### config.mk
export PLATFORM = sky130hd
export DESIGN_NAME = atm_pin_sender
export DESIGN_NICKNAME = d
export VERILOG_FILES = /design/src/rtl/atm_pkg.sv /design/src/rtl/atm_cycle_timer.sv /design/src/rtl/atm_pin_sender.sv
export SDC_FILE = /design/constraint.sdc
export NUM_CORES = 1
export LEC_CHECK = 0
export ABC_AREA = 1
export ABC_CLOCK_PERIOD_IN_PS = 4600
export BUFFER_PORTS_ARGS = -buffer_cell sky130_fd_sc_hd__buf_4
export CORE_MARGIN = 8
export CORE_UTILIZATION = 50
export DETAILED_ROUTE_END_ITERATION = 8
export GPL_TIMING_DRIVEN = 0
export HOLD_SLACK_MARGIN = 0.08
export PLACE_DENSITY = 0.83
export SLEW_MARGIN = 20
export SYNTH_ARGS = -nofsm -noshare
export SYNTH_HDL_FRONTEND = slang
export SYNTH_SLANG_ARGS = --single-unit
### constraint.sdc
create_clock -name clk_2 -period 4.6 [get_ports clk_2]
set_clock_uncertainty 0.15 [all_clocks]
set_input_delay 0.69 -clock clk_2 [delete_from_list [all_inputs] [get_ports clk_2]]
set_output_delay 0.69 -clock clk_2 [all_outputs]
set_load 0.02 [all_outputs]
### src/rtl/atm_pkg.sv
// Shared ATM protocol definitions: state codes, digit width, SEG patterns, PIN check.
package atm_pkg;

  localparam int DBITS      = 3;
  localparam int MAX_DIGITS = 8;

  typedef enum logic [2:0] {
    ST_IDLE   = 3'd0,
    ST_INSERT = 3'd1,
    ST_SEND   = 3'd2,
    ST_WAIT   = 3'd3,
    ST_DONE   = 3'd4
  } atm_state_t;

  // Active-high segments {g,f,e,d,c,b,a} for the values 0..6.
  function automatic logic [6:0] seg_pattern(input logic [2:0] v);
    logic [6:0] s;
    case (v)
      3'd0:    s = 7'b0111111;
      3'd1:    s = 7'b0000110;
      3'd2:    s = 7'b1011011;
      3'd3:    s = 7'b1001111;
      3'd4:    s = 7'b1100110;
      3'd5:    s = 7'b1101101;
      3'd6:    s = 7'b1111101;
      default: s = 7'b0000000;
    endcase
    return s;
  endfunction

  // The ATM only detects digit changes, so zeros and repeated neighbours are unsendable.
  function automatic logic pin_valid(input logic [MAX_DIGITS*DBITS-1:0] p, input int n);
    logic ok;
    ok = 1'b1;
    for (int i = 0; i < MAX_DIGITS; i++) begin
      if (i < n && p[i*DBITS +: DBITS] == '0) ok = 1'b0;
    end
    for (int i = 1; i < MAX_DIGITS; i++) begin
      if (i < n && p[i*DBITS +: DBITS] == p[(i-1)*DBITS +: DBITS]) ok = 1'b0;
    end
    return ok;
  endfunction

endpackage

### src/rtl/atm_cycle_timer.sv
// Loadable down-counter; tc is high while the count is zero and the count never wraps.
module atm_cycle_timer #(
  parameter int W = 5
) (
  input  logic         clk_2,
  input  logic         reset,
  input  logic         clr,
  input  logic         load,
  input  logic [W-1:0] load_val,
  output logic         tc
);

  logic [W-1:0] count;

  always_ff @(posedge clk_2 or posedge reset) begin
    if (reset) begin
      count <= '0;
    end else if (clr) begin
      count <= '0;
    end else if (load) begin
      count <= load_val;
    end else if (count != '0) begin
      count <= count - 1'b1;
    end
  end

  assign tc = (count == '0);

endmodule

### src/rtl/atm_pin_sender.sv
// Scripted ATM customer: inserts card, presents PIN digits for fixed hold times, awaits response.
// All outputs registered; responses only sampled in WAIT, abort ends any active session next cycle.
module atm_pin_sender
  import atm_pkg::*;
#(
  parameter int NDIGITS        = 3,
  parameter int DBITS          = atm_pkg::DBITS,
  parameter int SETTLE_CYCLES  = 2,
  parameter int HOLD_CYCLES    = 4,
  parameter int TIMEOUT_CYCLES = 16
) (
  input  logic                       clk_2,
  input  logic                       reset,
  input  logic                       start,
  input  logic                       abort,
  input  logic [NDIGITS*DBITS-1:0]   pin,
  input  logic                       dinheiro,
  input  logic                       destruiu,
  output logic                       card,
  output logic [DBITS-1:0]           code,
  output logic                       busy,
  output logic                       done,
  output logic                       success,
  output logic                       fail,
  output logic                       timeout,
  output logic [2:0]                 state_o
);

  localparam int MAXC = (SETTLE_CYCLES > HOLD_CYCLES)
                      ? ((SETTLE_CYCLES > TIMEOUT_CYCLES) ? SETTLE_CYCLES : TIMEOUT_CYCLES)
                      : ((HOLD_CYCLES > TIMEOUT_CYCLES) ? HOLD_CYCLES : TIMEOUT_CYCLES);
  localparam int TW   = $clog2(MAXC + 1);
  localparam int IW   = (NDIGITS > 1) ? $clog2(NDIGITS) : 1;
  localparam int PADW = MAX_DIGITS*atm_pkg::DBITS - NDIGITS*DBITS;

  atm_state_t               state;
  logic [NDIGITS*DBITS-1:0] pin_r;
  logic [IW-1:0]            idx;
  logic [IW-1:0]            idx_nxt;
  logic                     start_q;
  logic                     armed;
  logic                     start_edge;
  logic                     last_digit;
  logic                     pin_ok;
  logic [MAX_DIGITS*atm_pkg::DBITS-1:0] pin_ext;

  logic          t_clr;
  logic          t_load;
  logic [TW-1:0] t_val;
  logic          tc;

  // armed blocks a start level that was already high when reset released.
  assign start_edge = start & ~start_q & armed;
  assign idx_nxt    = idx + 1'b1;
  assign last_digit = (idx == IW'(NDIGITS-1));
  assign pin_ext    = {{PADW{1'b0}}, pin};
  assign pin_ok     = pin_valid(pin_ext, NDIGITS);
  assign state_o    = state;

  always_comb begin
    t_clr  = 1'b0;
    t_load = 1'b0;
    t_val  = '0;
    case (state)
      ST_IDLE: begin
        if (start_edge && pin_ok) begin
          t_load = 1'b1;
          t_val  = TW'(SETTLE_CYCLES - 1);
        end
      end
      ST_INSERT: begin
        if (abort) t_clr = 1'b1;
        else if (tc) begin
          t_load = 1'b1;
          t_val  = TW'(HOLD_CYCLES - 1);
        end
      end
      ST_SEND: begin
        if (abort) t_clr = 1'b1;
        else if (tc) begin
          t_load = 1'b1;
          t_val  = last_digit ? TW'(TIMEOUT_CYCLES - 1) : TW'(HOLD_CYCLES - 1);
        end
      end
      ST_WAIT: begin
        if (abort || destruiu || dinheiro || tc) t_clr = 1'b1;
      end
      default: t_clr = 1'b1;
    endcase
  end

  atm_cycle_timer #(.W(TW)) u_timer (
    .clk_2    (clk_2),
    .reset    (reset),
    .clr      (t_clr),
    .load     (t_load),
    .load_val (t_val),
    .tc       (tc)
  );

  always_ff @(posedge clk_2 or posedge reset) begin
    if (reset) begin
      state   <= ST_IDLE;
      pin_r   <= '0;
      idx     <= '0;
      start_q <= 1'b0;
      armed   <= 1'b0;
      card    <= 1'b0;
      code    <= '0;
      busy    <= 1'b0;
      done    <= 1'b0;
      success <= 1'b0;
      fail    <= 1'b0;
      timeout <= 1'b0;
    end else begin
      start_q <= start;
      if (!start) armed <= 1'b1;
      case (state)
        ST_IDLE: begin
          if (start_edge) begin
            pin_r <= pin;
            idx   <= '0;
            if (pin_ok) begin
              state <= ST_INSERT;
              card  <= 1'b1;
              code  <= '0;
              busy  <= 1'b1;
            end else begin
              state <= ST_DONE;
              done  <= 1'b1;
              fail  <= 1'b1;
            end
          end
        end
        ST_INSERT, ST_SEND, ST_WAIT: begin
          if (abort) begin
            state <= ST_DONE;
            card  <= 1'b0;
            code  <= '0;
            busy  <= 1'b0;
            done  <= 1'b1;
            fail  <= 1'b1;
          end else if (state == ST_WAIT) begin
            if (destruiu || dinheiro || tc) begin
              state   <= ST_DONE;
              card    <= 1'b0;
              code    <= '0;
              busy    <= 1'b0;
              done    <= 1'b1;
              fail    <= destruiu;
              success <= ~destruiu & dinheiro;
              timeout <= ~destruiu & ~dinheiro;
            end
          end else if (tc) begin
            if (state == ST_INSERT) begin
              state <= ST_SEND;
              idx   <= '0;
              code  <= pin_r[DBITS-1:0];
            end else if (last_digit) begin
              state <= ST_WAIT;
            end else begin
              idx  <= idx_nxt;
              code <= pin_r[idx_nxt*DBITS +: DBITS];
            end
          end
        end
        default: begin
          if (!start) begin
            state   <= ST_IDLE;
            done    <= 1'b0;
            success <= 1'b0;
            fail    <= 1'b0;
            timeout <= 1'b0;
          end
        end
      endcase
    end
  end

endmodule

After elaboration in Yosys (flattened, before gate mapping)
Index checks and enable logic that the tools add are counted.
- add/subtract/negate cells: 2
- multipliers: 1
- equal/unequal tests: 23
- shift-type cells: 1
- multiplexer cells: 73
- bitwise operators: 8
- reductions and logical operators: 23
- operators with widths (kind ; count):
    two-way mux 3 bit ; 17
    two-way mux 1 bit ; 31
    AND reduction 5 bit ; 4
    two-way mux 2 bit ; 8
    != test 2 bit (second input constant) ; 8
    two-way mux 5 bit ; 3
    zero test 3 bit ; 4
    two-way mux 4 bit ; 3
    case mux 1 bit (2 select lines) ; 6
    case mux 3 bit (2 select lines) ; 2
    case mux 4 bit (3 select lines) ; 1
    AND reduction 6 bit ; 2
    != test 5 bit (second input constant) ; 2
    != test 3 bit (second input constant) ; 3
    indexed part select 9 x 5 -> 3 bit ; 1
    != test 4 bit (second input constant) ; 2
    == test 3 x 2 -> 1 bit (second input constant) ; 2
    == test 3 bit ; 2
    zero test 5 bit ; 1
    logical OR 1 bit ; 5
    nonzero test 5 bit ; 1
    subtractor 5 x 1 -> 5 bit (second input constant) ; 1
    bitwise AND 1 bit ; 4
    multiplier 2 x 2 -> 4 bit (second input constant) ; 1
    other kinds (14) ; 17
- register bits after elaboration: 29
- input bits: 15
- output and inout bits: 12

Depth between registers and ports, before layout
- depth after elaboration: 11
- gate-level depth with buffers: 11

By module
From an unflattened synthesis, not the netlist that was laid out.
- cell total of the unflattened synthesis: 270
- area, all modules: 1876.8 µm²
- modules (own cells, without submodules) (module ; times used ; cells an instance ; area an instance (µm²)):
    atm_pin_sender ; 1 ; 223 ; 1526.5
    atm_cycle_timer ; 1 ; 47 ; 350.3

Least setup slack after synthesis
OpenSTA, ideal clock, no wires.
- path type: input-to-reg
- start point: input port abort
- end point: register u_timer.count[1]
- setup time: 0.118 ns
- arrival time: 1.488 ns
- required time: 4.332 ns
- path slack: 2.845 ns
- stages: 8
- buffers on the path: 0
- cell sequence: nor2_1 > nand2_1 > nor2_1 > nor2_1 > nor2_2 > nand4_2 > nand3_1 > nand2_1
- word-level cells in the longest chain between the ends: 6
- elaborated cells between the ends (all ways): 14
- those cells by class: 10 x mux; 4 x reduce/logical
- RTL lines (what ; RTL line ; source):
    from (decl) ; atm_pin_sender.sv:15 ; input logic abort,
    logical OR 1 bit (3 in series) ; atm_pin_sender.sv:86 ; if (abort || destruiu || dinheiro || tc) t_clr = 1'b1;
    two-way mux 1 bit ; atm_pin_sender.sv:86 ;
    case mux 1 bit (3 select lines) ; atm_pin_sender.sv:64 ; case (state)
    nonzero test 3 bit (no line) or two-way mux 5 bit (tied branches) ; - ;
    to (signal assigned) ; atm_cycle_timer.sv:21 ; count <= load_val;
    to (signal assigned) ; atm_cycle_timer.sv:23 ; count <= count - 1'b1;
    to (decl) ; atm_cycle_timer.sv:13 ; logic [W-1:0] count;
Several ways; a longest one is shown, not always the timed one.
A chain may end at the register's enable or synchronous reset.

Final worst setup path
- start point: register u_timer.count[0]
- end point: register u_timer.count[0]
- word-level cells in the longest chain between the ends: 6
- elaborated cells between the ends (all ways): 18
- those cells by class: 1 x add/sub; 13 x mux; 4 x reduce/logical
- RTL lines (what ; RTL line ; source):
    zero test 5 bit ; atm_cycle_timer.sv:27 ; assign tc = (count == '0);
    two-way mux 4 bit (tied with other cells) ; atm_pin_sender.sv:80 ; else if (tc) begin
    two-way mux 4 bit (tied with other cells) ; atm_pin_sender.sv:79 ; if (abort) t_clr = 1'b1;
    case mux 4 bit (3 select lines) or case mux 1 bit (2 select lines) (tied branches) ; atm_pin_sender.sv:64 ;
    two-way mux 5 bit ; atm_cycle_timer.sv:20 ; end else if (load) begin
    two-way mux 5 bit ; atm_cycle_timer.sv:18 ; end else if (clr) begin
Several ways; a longest one is shown, not always the timed one. The select of a mux whose other input is x is not followed.

==> impl_summary.log <==
[metrics] sequential cell area fraction in the yosys report: around two fifths
[metrics] Area after DPL: approximately 0.002 mm2
[metrics] IO Port Bufs: 26
[metrics] Combinational Power Share: 53.6%
[metrics] Synth async-reset ratio: 100%
[metrics] critical path data arrival time: between 2 and 2.5 ns
[metrics] number of buffers added for setup after CTS: 0
[metrics] unrepaired setup endpoints after global routing: no
[metrics] number of hold buffers added after CTS: 0
[metrics] TritonCTS clock tree: yes
[metrics] measured slew at the worst slew-check pin: roughly 0.6 ns
[metrics] switching part of the total power: about 46%
[metrics] Yosys warning count: 0
[metrics] clock sink count: 29
[metrics] Post-layout nets: ~290
[metrics] relative slew slack: 60.7%
[metrics] post-cts sizing count: 0
[metrics] I/O pin count: 27
[metrics] flip-flop and latch count after synthesis: 29
[metrics] hold violation total from the final report: 0
[metrics] Cells after Synth: approximately 240
[metrics] via count of the first global-routing pass: 1,527
[metrics] Area growth, synth to finish: 17.7%
[metrics] effective utilization at floorplan: between 50% and 60%
[metrics] top cell type's share of synthesized area: about two fifths
[metrics] largest cells by area after synthesis: dfrtp_1, nand2_1, o21ai_0
[metrics] post-CTS clock slew at the launch and capture registers of the worst setup and hold paths: about 0.09 ns
[metrics] total CTS buffers: 5
[metrics] Post-Route WL: approximately 3800 um
[metrics] overflow left after global routing: 0
[metrics] number of nets with antenna violations after routing: 0
[metrics] area of the core region: between 0.003 and 0.004 mm2
[metrics] Clock Latency Late Sink: about 0.33 ns
[metrics] vias post-DR: between 1,500 and 2,000
[metrics] DIE WIDTH: about 75 um
[metrics] max-cap viol count: 0
[metrics] number of antenna repair diodes: 0
[metrics] Flop pwr share: between 30 and 40%
[metrics] leading area contributor after synthesis: dfrtp_1
[metrics] switching power: about 0.00058 W
[metrics] number of antenna violations at the first check in global routing: 0
[metrics] part of the power in the clock network: 12.4%
[metrics] die height: between 70 and 80 um
[metrics] Period minus WS final: 2.00 ns
[metrics] post-layout instance area: about 0.002 mm2
[metrics] power density over the cells: 608 mW/mm2
[metrics] startpoint type of the worst setup path: register
[metrics] Peak supply drop: ~0.00028 V
[metrics] ranking of synthesized cells by instance count: nand2_1, inv_1, dfrtp_1, o21ai_0, nor2_1
[metrics] post-route setup TNS: 0 ns
[metrics] total placed cells including tap cells: approximately 310
[metrics] summed instance area of the synthesized netlist: about 0.0017 mm2
[metrics] routability congestion estimate: around 0.86
[metrics] beginning of the worst register-to-register path: u_timer.count[0]
[metrics] router iterations before antenna repair: 4
[metrics] internal portion of total power: about 0.00067 W
[metrics] die footprint: approximately 0.0056 mm2
[metrics] final critical-path setup slack: roughly 2.6 ns
[metrics] global routing usage summed across all routing layers: about 15%
[metrics] fin cells: approximately 320
[metrics] critical-path maximum fanout: 6
[metrics] dominant cell by count in the synthesized netlist: nand2_1
[metrics] pin count of the biggest net entering global routing: 30
[metrics] Post-Place Worst Slack: 2.51 ns
[metrics] Worst Setup Path Type: register to register
[metrics] number of setup violations in the final report: 0
[metrics] number of buffers on the longest clock path: 2
[metrics] Req. time, crit path: between 4 and 5 ns
[metrics] number of enable-type register cells in the synthesized netlist: 0
[metrics] HPWL after detailed placement: 3010 um
[metrics] row count: 21
[metrics] DR iter-0 viols: ~110
[metrics] final-report max-slew violation count: 0
[metrics] average instance area after synthesis: about 7 um2
[metrics] post-route DRC violation count: 0
[metrics] sum of internal, switching and leakage power: 0.00125 W
[metrics] syn nets: 260
[metrics] deepest level of the CTS H-tree: 2
[metrics] fraction of final layout cells sized beyond drive strength 1: between 10% and 20%
[metrics] outcome: complete, no violations
[metrics] per-cell via count in the routed design: 4.98
[metrics] final period utilization: between 40% and 50%
[metrics] drt wl/cell: about 12 um
[metrics] Achievable Freq: about 0.5 GHz
[metrics] library cell used as clock root buffer: clkbuf_4
[metrics] Hold Path Class: input pin to asynchronous set/reset pin
[metrics] global-route wire length before repair: around 6700 um
[metrics] worst setup path startpoint: u_timer.count[0]
[metrics] standby leakage power: 1.08 nW
[metrics] count of unique library cells instantiated by Yosys: 27
[metrics] Reg2Reg Depth: 11
[metrics] type of destination of the critical path: register
[metrics] most frequently used flop master after synthesis: dfrtp_1
## critical path, stage by stage, from the launching register on
cell and delay [ns]:
dfrtp_1 0.40, inv_1 0.11, ha_1 0.17, nand2_1 0.09, nor2_4 0.20, inv_1 0.06
nor2_1 0.17, nand2_1 0.19, nand4_2 0.18, inv_1 0.08, nand2_1 0.06, nand2_1 0.05
## power by group through the flow
stage	combinational, W	clock (W)	sequential [W]
finish	0.000668	0.000154	0.000423
global route	0.000765	0.000170	0.000436
CTS	0.000672	0.000161	0.000422
detailed placement	0.000667	0	0.000428
global placement	0.000650	0	0.000425
floorplan	0.000444	0	0.000459
## final timing paths
| check | end | slack, ns |
|---|---|---|
| max in group asynchronous | idx[0] | 3.63 |
| max | u_timer.count[0] | 2.60 |
| min reg2reg | armed | 0.33 |
| min | u_timer.count[0] | 0.27 |
| min in group clk_2 | armed | 0.33 |
| max reg2reg | u_timer.count[0] | 2.60 |
## registers in the layout, indices dropped and copies added, names as in the netlist
signal	cells
fail	1
code	3
idx	2
success	1
u_timer.count	5
busy	1
armed	1
timeout	1
start_q	1
done	1
state_o	3
pin_r	9
## layout make-up
type                       instances  area (um2)
sequential                        29         726
multi-input combinational        174         865
timing repair buffer              26         195
inverter                          37         139
clock buffer                       7        55.1
buffer                             2        11.3
tap                               46        57.6
fill                             328        1290
## routing by layer
| layer | routed length (um) | track usage (%) |
|---|---|---|
| met1 | 1730 | 19.0 |
| met2 | 1790 | 25.2 |
| met3 | 201 | 3.33 |
| met4 | 68 | 6.52 |
| met5 | 0 | 0 |
## cells by family after synthesis
| kind of cell | count (synthesis) | share of synthesized area (%) |
|---|---|---|
| and+or+nand+nor | 128 | 33.4 |
| AOI/OAI and AO/OA | 39 | 12.1 |
| buffers and inverters | 39 | 8.63 |
| DFF | 29 | 41.7 |
| xor gates and xnor gates | 4 | 2.01 |
| adders and majority gates | 3 | 2.16 |
## through the flow
stage               hold WS [ns]  util [%]
finish                     0.271      61.4
floorplan                  0.290         -
detailed placement         0.315      59.7
global route               0.339      61.4
global placement           0.302      59.7
CTS                        0.336      61.4
## cell usage in the layout (no fill, tap or decap), types with 4 or more instances in the layout
cell and n:
inv_2 4, clkbuf_4 5, buf_4 27, o21ai_0 28, nand2_1 70, nor2_1 21
nand2_2 4, inv_1 33, dfrtp_1 29, nand3_1 20
Note: power is estimated with default switching activity, not from simulation.
